--- src/rtl/bp_pkg.sv ---
// Shared types and constants for the branch resolution back end.
package bp_pkg;

  typedef logic [31:0] word_t;

  // One in-flight fetched instruction awaiting resolution.
  typedef struct packed {
    word_t pc;
    word_t instr;
    word_t pred_pc;
  } entry_t;

  localparam int    DEPTH_DEFAULT = 4;
  localparam word_t NOP_WORD      = 32'h0;

  // Fall-through address of a non-transferring instruction.
  function automatic word_t next_seq_pc(input word_t pc);
    return pc + 32'd4;
  endfunction

endpackage

--- src/rtl/pred_queue.sv ---
// In-order circular FIFO of fetched instructions with synchronous flush.
// push/pop arrive already qualified by the caller; flush overrides both.
module pred_queue
  import bp_pkg::*;
#(
  parameter  int DEPTH = DEPTH_DEFAULT,
  localparam int PW    = $clog2(DEPTH),
  localparam int CW    = $clog2(DEPTH + 1)
) (
  input  logic          clk,
  input  logic          reset,
  input  logic          push,
  input  logic          pop,
  input  logic          flush,
  input  entry_t        push_entry,
  output entry_t        head_entry,
  output logic [CW-1:0] count,
  output logic          full
);

  entry_t        mem [DEPTH];
  logic [PW-1:0] head;
  logic [PW-1:0] tail;

  assign head_entry = mem[head];
  assign full       = (count == CW'(DEPTH));

  // Entry storage; contents are don't-care until pushed, so no reset.
  always_ff @(posedge clk) begin
    if (push && !flush) begin
      mem[tail] <= push_entry;
    end
  end

  // Pointer and occupancy tracking; DEPTH is a power of two so pointers wrap naturally.
  always_ff @(posedge clk or posedge reset) begin
    if (reset) begin
      head  <= '0;
      tail  <= '0;
      count <= '0;
    end else if (flush) begin
      head  <= '0;
      tail  <= '0;
      count <= '0;
    end else begin
      if (push) tail <= tail + 1'b1;
      if (pop)  head <= head + 1'b1;
      count <= count + CW'(push) - CW'(pop);
    end
  end

endmodule

--- src/rtl/branch_resolve.sv ---
// Resolves the oldest in-flight instruction against the executed outcome,
// raises a redirect on misprediction, feeds the predictor's update port and
// keeps saturating resolution statistics.
module branch_resolve
  import bp_pkg::*;
#(
  parameter int DEPTH  = DEPTH_DEFAULT,
  parameter int CWIDTH = 32
) (
  input  logic              clk,
  input  logic              reset,
  input  logic              en,
  input  logic              f_valid,
  input  logic [31:0]       f_pc,
  input  logic [31:0]       f_instr,
  input  logic [31:0]       f_pred_pc,
  output logic              f_ready,
  input  logic              e_valid,
  input  logic              e_taken,
  input  logic [31:0]       e_target,
  output logic              redirect,
  output logic [31:0]       redirect_pc,
  output logic              miss,
  output logic [31:0]       last_pc,
  output logic [31:0]       last_instr,
  output logic [CWIDTH-1:0] n_resolved,
  output logic [CWIDTH-1:0] n_miss,
  output logic              protocol_err
);

  localparam int CW = $clog2(DEPTH + 1);

  entry_t        head_entry;
  entry_t        push_entry;
  logic [CW-1:0] count;
  logic          full;
  logic          q_empty;
  logic          resolve;
  logic          push;
  logic          mis;
  word_t         actual;

  assign f_ready    = (count != CW'(DEPTH));
  assign q_empty    = (count == '0);
  assign resolve    = en && e_valid && !q_empty;
  // A push into a full queue is still taken when the head pops in the same cycle.
  assign push       = en && f_valid && (f_ready || resolve);
  assign actual     = e_taken ? e_target : next_seq_pc(head_entry.pc);
  assign mis        = resolve && (actual != head_entry.pred_pc);
  assign push_entry = '{pc: f_pc, instr: f_instr, pred_pc: f_pred_pc};

  pred_queue #(.DEPTH(DEPTH)) u_queue (
    .clk        (clk),
    .reset      (reset),
    .push       (push),
    .pop        (resolve),
    .flush      (mis),
    .push_entry (push_entry),
    .head_entry (head_entry),
    .count      (count),
    .full       (full)
  );

  // Registered redirect, predictor feedback, statistics and protocol flag; all hold while stalled.
  always_ff @(posedge clk or posedge reset) begin
    if (reset) begin
      redirect     <= 1'b0;
      redirect_pc  <= '0;
      miss         <= 1'b0;
      last_pc      <= '0;
      last_instr   <= NOP_WORD;
      n_resolved   <= '0;
      n_miss       <= '0;
      protocol_err <= 1'b0;
    end else if (en) begin
      redirect <= mis;
      miss     <= mis;
      if (mis) redirect_pc <= actual;
      if (resolve) begin
        last_pc    <= head_entry.pc;
        last_instr <= head_entry.instr;
        if (n_resolved != '1) n_resolved <= n_resolved + 1'b1;
        if (mis && (n_miss != '1)) n_miss <= n_miss + 1'b1;
      end else begin
        last_instr <= NOP_WORD;
      end
      if (e_valid && q_empty) protocol_err <= 1'b1;
    end
  end

endmodule

--- config.mk ---
export PLATFORM = sky130hd
export DESIGN_NAME = branch_resolve
export DESIGN_NICKNAME = d
export VERILOG_FILES = /design/src/rtl/bp_pkg.sv /design/src/rtl/pred_queue.sv /design/src/rtl/branch_resolve.sv
export SDC_FILE = /design/constraint.sdc
export NUM_CORES = 1
export LEC_CHECK = 0
export CAP_MARGIN = 30
export CELL_PAD_IN_SITES_DETAIL_PLACEMENT = 1
export CELL_PAD_IN_SITES_GLOBAL_PLACEMENT = 2
export CORE_ASPECT_RATIO = 0.9
export CORE_MARGIN = 1.5
export CORE_UTILIZATION = 23
export CTS_CLUSTER_DIAMETER = 200
export DETAILED_ROUTE_END_ITERATION = 10
export GPL_TIMING_DRIVEN = 0
export PLACE_DENSITY_LB_ADDON = 0.1
export SYNTH_ARGS = -nofsm -noshare
export SYNTH_HDL_FRONTEND = slang
export SYNTH_SLANG_ARGS = --single-unit
--- constraint.sdc ---
create_clock -name clk -period 12.5 [get_ports clk]
set_input_delay 2.5 -clock clk [delete_from_list [all_inputs] [get_ports clk]]
set_output_delay 2.5 -clock clk [all_outputs]
set_load 0.01 [all_outputs]
# Yosys cells after proc, flatten, opt, wreduce, memory -nomap -nowiden
# Memories as Yosys holds them, arrays and structs flattened.
# Cells that the tools add are included.
[totals] out_inout_bits=164 register_bits=169 ramBits=384 n_memories=1 romBits=0 latch_bits=0
[memory_table] memory="u_queue.mem" depth=4 width=96 rd=1 rd_clocked_by_memory_dff=0 write_ports=1 line="pred_queue.sv:21" text="entry_t mem [DEPTH];"
[classes] multipliers=0 n_eq_ne=4 n_mux=9 shift=0 n_bitwise=0 div=0 order_cmp=0 addsub=7 reduce_logical=19
[op_table] cell="32-bit by 1-bit adder with 32-bit output (second input constant)" count=2
[op_table] cell="32-bit 2-to-1 mux" count=2
[op_table] cell="32-bit inequality test (second input constant)" count=2
[op_table] cell="32-bit by 3-bit adder with 32-bit output (second input constant)" count=1
[op_table] cell="32-bit inequality test" count=1
[op_table] cell="1-bit logical AND" count=8
[op_table] cell="2-bit 2-to-1 mux" count=4
[op_table] cell="2-bit AND reduction" count=3
[op_table] cell="3-bit AND reduction" count=2
[op_table] cell="2-bit by 1-bit adder with 2-bit output (second input constant)" count=2
[op_table] cell="2-bit nonzero test" count=2
[op_table] cell="3-bit by 1-bit adder with 3-bit output" count=1
[op_table] cell="3-bit zero test" count=1
[op_table] cell="3-bit 2-to-1 mux" count=1
[op_table] cell="3-bit inequality test (second input constant)" count=1
[op_table] cell="3-bit by 1-bit subtractor with 3-bit output" count=1
[op_table] cell="1-bit zero test" count=2
[op_table] cell="1-bit 2-to-1 mux" count=2
[op_table] cell="1-bit logical OR" count=1

# Logic depth before layout (Yosys ltp)
# Gate-level depths: netlist of the first run.
# An unclocked memory read counts as a cell.
[logic_depth] word_depth=9 depth_mapped=17

# By module
# Synthesis of the first run repeated with hierarchy kept, for this count alone.
[hier_totals] hier_cells=1516 area_unflattened_um2=23303.6
[by_module_without_submodules] module="pred_queue" cells_per_inst=541 area_per_inst_um2=14273.7 instances=1 seq_area_each_um2=11706.2
[by_module_without_submodules] module="branch_resolve" cells_per_inst=975 area_per_inst_um2=9029.9 instances=1 seq_area_each_um2=4053.9

# Least setup slack after synthesis of the first run
# Ideal clock, no wire load.
[synth_timing] kind="input to register" from="input e_taken" to="memory u_queue.mem[0][0] in the netlist's numbering (enable)" n_path_buf=2 t_arrival_ns=7.201 stages=11 setup_time_ns=0.466 required_ns=12.034 setup_slack_ns=4.833 cell_sequence="clkbuf_1 -> inv_1 -> clkbuf_1 -> and3_1 -> a2111o_1 -> a2111oi_2 -> nand4_1 -> or4_1 -> nor4_2 -> nand2b_1 -> and3_1"
[synth_via] elab_chain_len=7
[synth_lines] element="start, declared" line="branch_resolve.sv:19" text="input logic e_taken,"
[synth_lines] element="32-bit 2-to-1 mux" line="branch_resolve.sv:48" text="assign actual = e_taken ? e_target : next_seq_pc(head_entry.pc);"
[synth_lines] element="32-bit inequality test" line="branch_resolve.sv:49" text="assign mis = resolve && (actual != head_entry.pred_pc);"
[synth_lines] element="1-bit logical AND" line="branch_resolve.sv:49"
[synth_lines] element="1-bit zero test" line="pred_queue.sv:30" text="if (push && !flush) begin"
[synth_lines] element="1-bit logical AND" line="pred_queue.sv:30"
[synth_lines] element="1-bit 2-to-1 mux" line="pred_queue.sv:30"
[synth_lines] element="1-bit 2-to-1 mux (implied by the code)" line="pred_queue.sv:31" text="mem[tail] <= push_entry;"
[synth_lines] element="end, declared" line="pred_queue.sv:21"
# Every way passes these cells.

# Worst setup path in the final report of the first run
[layout_timing] from="input e_taken" to="memory u_queue.mem[0][45] in the netlist's numbering (enable)"
# Same word-level chain as after synthesis.

==> results of run 1 <==
per-layer routing:
| metal | vias up | GRT usage |
|---|---|---|
| met5 | - | 0 |
| met3 | 118 | 0.0391 |
| li1 | 6525 | - |
| met2 | 300 | 0.255 |
| met4 | 16 | 0.0362 |
| met1 | 7563 | 0.215 |
kinds of logic (layout without fill, tap and decap cells):
group	Yosys count	count (layout)	synth area share
flops	553	553	0.679
simple gates	443	443	0.0921
compound gates	141	141	0.0375
mux	131	131	0.113
xor+xnor	130	130	0.0496
buf+inv	124	563	0.0236
fa+ha+maj	10	10	0.00571
stage by stage:
step / std cells / total power (W) / utilization / worst slack, ns / hold WS (ns)
2_1_floorplan: 1532 / 0.00283 / - / 4.83 / 0.512
3_3_place_gp: 3171 / 0.00350 / 0.278 / 0.238 / 0.462
3_5_place_dp: 3186 / 0.00352 / 0.282 / 4.12 / 0.464
4_1_cts: 3314 / 0.00564 / 0.305 / 4.76 / 0.476
5_1_grt: 3315 / 0.00578 / 0.305 / 4.50 / 0.499
6_report: 3315 / 0.00552 / 0.305 / 4.89 / 0.469
sequential cells by signal, summed over array words and instances, names as in the netlist:
signal / count
n_miss: 32
u_queue.count: 3
last_pc: 32
u_queue.tail: 2
last_instr: 32
n_resolved: 32
u_queue.mem: 384
protocol_err: 1
u_queue.head: 2
redirect_pc: 32
miss: 1
worst paths after layout:
path                                                 to  cells past startpoint
max reg2reg                u_queue.mem[0][45]$_DFFE_PP_                     15
max                        u_queue.mem[0][45]$_DFFE_PP_                     13
max in group asynchronous       last_pc[26]$_DFFE_PP0P_                      3
min reg2reg                    protocol_err$_DFFE_PP0P_                      1
min                            protocol_err$_DFFE_PP0P_                      1
min in group asynchronous    n_resolved[28]$_DFFE_PP0P_                      2
area by class of cell:
cell class | count | share of cell area
buffer | 69 | 0.0111
clock buffer | 90 | 0.0618
clock inverter | 38 | 0.0149
inverter | 55 | 0.00700
multi-input combinational | 855 | 0.227
sequential | 553 | 0.516
tap | 1344 | 0.0550
timing repair buffer | 311 | 0.108
synth_stat cells, drive strengths merged (5+ instances only):
cell	n
a21oi	12
a41oi	5
and2	11
and3	20
and4	13
buf	30
clkbuf	39
dfrtp	169
edfxtp	384
ha	9
inv	54
mux2	25
mux2i	10
mux4	96
nand2	204
nand2b	5
nand3	41
nand4	24
nor2	45
nor3	31
nor3b	6
nor4	22
o21ai	82
xnor2	71
xor2	58
where the power goes:
group          internal [W]  leakage [nW]  total [W]  switching, W
Combinational      0.000497          3.96    0.00107      0.000569
Sequential          0.00223          5.65    0.00238      0.000155
Clock               0.00124          1.15    0.00207      0.000831
worst max-delay path: cells and delay by family:
family	cells	cell delay [ns]
buffers and inverters	6	2.75
and+or+nand+nor	5	2.26
AOI/OAI and AO/OA	2	0.28
==> run_results.csv, run 1 <==
group,metric,value,unit
status,outcome,"finished, final reports clean",
cells_and_area,nets,2059,
run,cap_violations,0,
clock_tree,htreeDepth,3,
synth,synth_edf_count,384,
sta,max_freq,0.131,GHz
global_route,grt_overflow_total,0,
routing,drt-met1-wl,36900,um
sta,fin_tns_setup,0,ns
cells_and_area,final_cell_mix,"384 x edfxtp_1, 295 x clkdlybuf4s50_1, 204 x nand2_1, 169 x dfrtp_1, 96 x mux4_2",
die,core,100000,um^2
worst_setup_path,rrSetupSlack,5.59,ns
die,fp.dieArea,103000,um^2
synth,ys_types,66,
cells_and_area,seqCellArea,15800,um^2
routing,ant_nets,0,
routing,top_layer_used,"met5",
cells_and_area,drive_above_1_share,0.141,
sta,finalHoldViolCount,0,
routing,dr_wl_met2,38300,um
placement,gp_congestion,0.813,
routing,vias_per_cell,4.38,
placement,post_dp_cell_area,28200,um^2
clock_tree,cts_resized,0,
cells_and_area,final_area,30600,um^2
synth,async_reset_ff_frac,0.306,
worst_hold_path,hold_path.class,"flop to flop",
placement,numPortBuffers,295,
worst_setup_path,cpPeakStageDelay,0.67,ns
cells_and_area,multi_input_area,6930,um^2
synth,synth_ff_type,"edfxtp_1",
worst_setup_path,setup.worst_path.start,"e_taken",
synth,syn_nets,1676,
worst_setup_path,cp_slowest_cell,"buf_1",
worst_setup_path,path_cells,"clkbuf_1, clkbuf_1, clkbuf_1, buf_1, nand2_1, o21ai_0, o2111ai_1, or4_1, nor4_2, nand2b_1, and3_4, buf_16, buf_16",
global_route,grt_max_degree,91,
clock_tree,clk_latency,0.63,ns
worst_hold_path,min_from,"protocol_err$_DFFE_PP0P_",
clock_tree,cts-hold-fix-buffers,0,
routing,first_pass_iters,5,
global_route,grt_pass1_vias,15900,
synth,synth_top_area_frac,0.497,
clock_tree,numCtsBuffers,70,
pwr,ir_worst_vdd,0.0814,mV
routing,wl,81200,um
worst_setup_path,critical_path_class,"input pin to flop",
routing,drc,0,
global_route,track_usage,0.159,
worst_setup_path,worst_setup_path_start_kind,"input pin",
clock_tree,cts_buffer_depth,3,
routing,wl_per_cell,24.5,um
sta,tightest_slew,0.869,ns
sta,rsz0062_at_grt,"false",
worst_setup_path,cp_max_fo,33,
synth,synthCells,1532,
global_route,grt_pass1_wl,117000,um
clock_tree,clk_pin_slew,0.05,ns
die,initial_core_util,0.232,
worst_setup_path,cpMostUsedCell,"clkbuf_1",
cells_and_area,fillers,10500,
worst_setup_path,worstPathRequired,12.79,ns
cells_and_area,antenna_cells,0,
worst_setup_path,worstPathArrival,7.90,ns
synth,synth-seq-cells,553,
routing,vias,14500,
synth,yosysSeqAreaShare,0.679,
die,die_h,304,um
die,fp.dieW,338,um
synth,synth_warnings,0,
pwr,p_leak,10.8,nW
die,pin_count,298,
sta,setup-violations-final,0,
placement,hpwlAfterDp,58700,um
sta,post-route-period-util,0.609,
clock_tree,root_buffer,"clkbuf_16",
sta,fin_crit,7.61,ns
global_route,antenna_found_initial,13,
cells_and_area,layout.cells.most_common,"edfxtp_1",
routing,drt_iter0_drc,653,
synth,synth.avg_cell_area,15.2,um^2
pwr,p_per_area,181,nW/um^2
routing,wl_met3,4320,um
synth,syn_area,23200,um^2
clock_tree,cts_tree,"done",
synth,synth_area_leaders,"edfxtp_1 50%, dfrtp_1 18%, mux4_2 9.3%, nand2_1 3.3%, xnor2_1 2.7%",
synth,yosys.area.top_type,"edfxtp_1",
die,rows,110,
sta,final-max-slew-violation-count,0,
sta,finClkSkew,0.0294,ns
clock_tree,cts.sinks,553,
clock_tree,cts_setup_buffers,0,
worst_setup_path,r2r-start,"u_queue.head[1]$_DFFE_PP0P_",
sta,max_slew_margin,0.420,
worst_setup_path,cp-end-kind,"flop",
cells_and_area,areaGrowthSynthToFinish,31.6,%
Note: power is estimated with default switching activity, not from simulation.
==> run 2, diff against run 1 <==
clock period = 7.6 ns   (was 12.5 ns; I/O delays follow)
==> results of run 2 <==
The final DEF is identical to that of run 1. Status: finished, final reports clean.
Among the figures that moved: setup slack after placement 4.12 ns -> 0.198 ns; clock-pin slew on the worst setup and hold paths 0.05 ns -> 0.06 ns; setup slack after layout 4.89 ns -> 0.687 ns; start point of the critical path e_taken -> u_queue.head[1]$_DFFE_PP0P_; register-to-register setup slack 5.59 ns -> 0.69 ns; total power 0.00552 W -> 0.00908 W; worst IR drop on VDD 0.0814 mV -> 0.134 mV
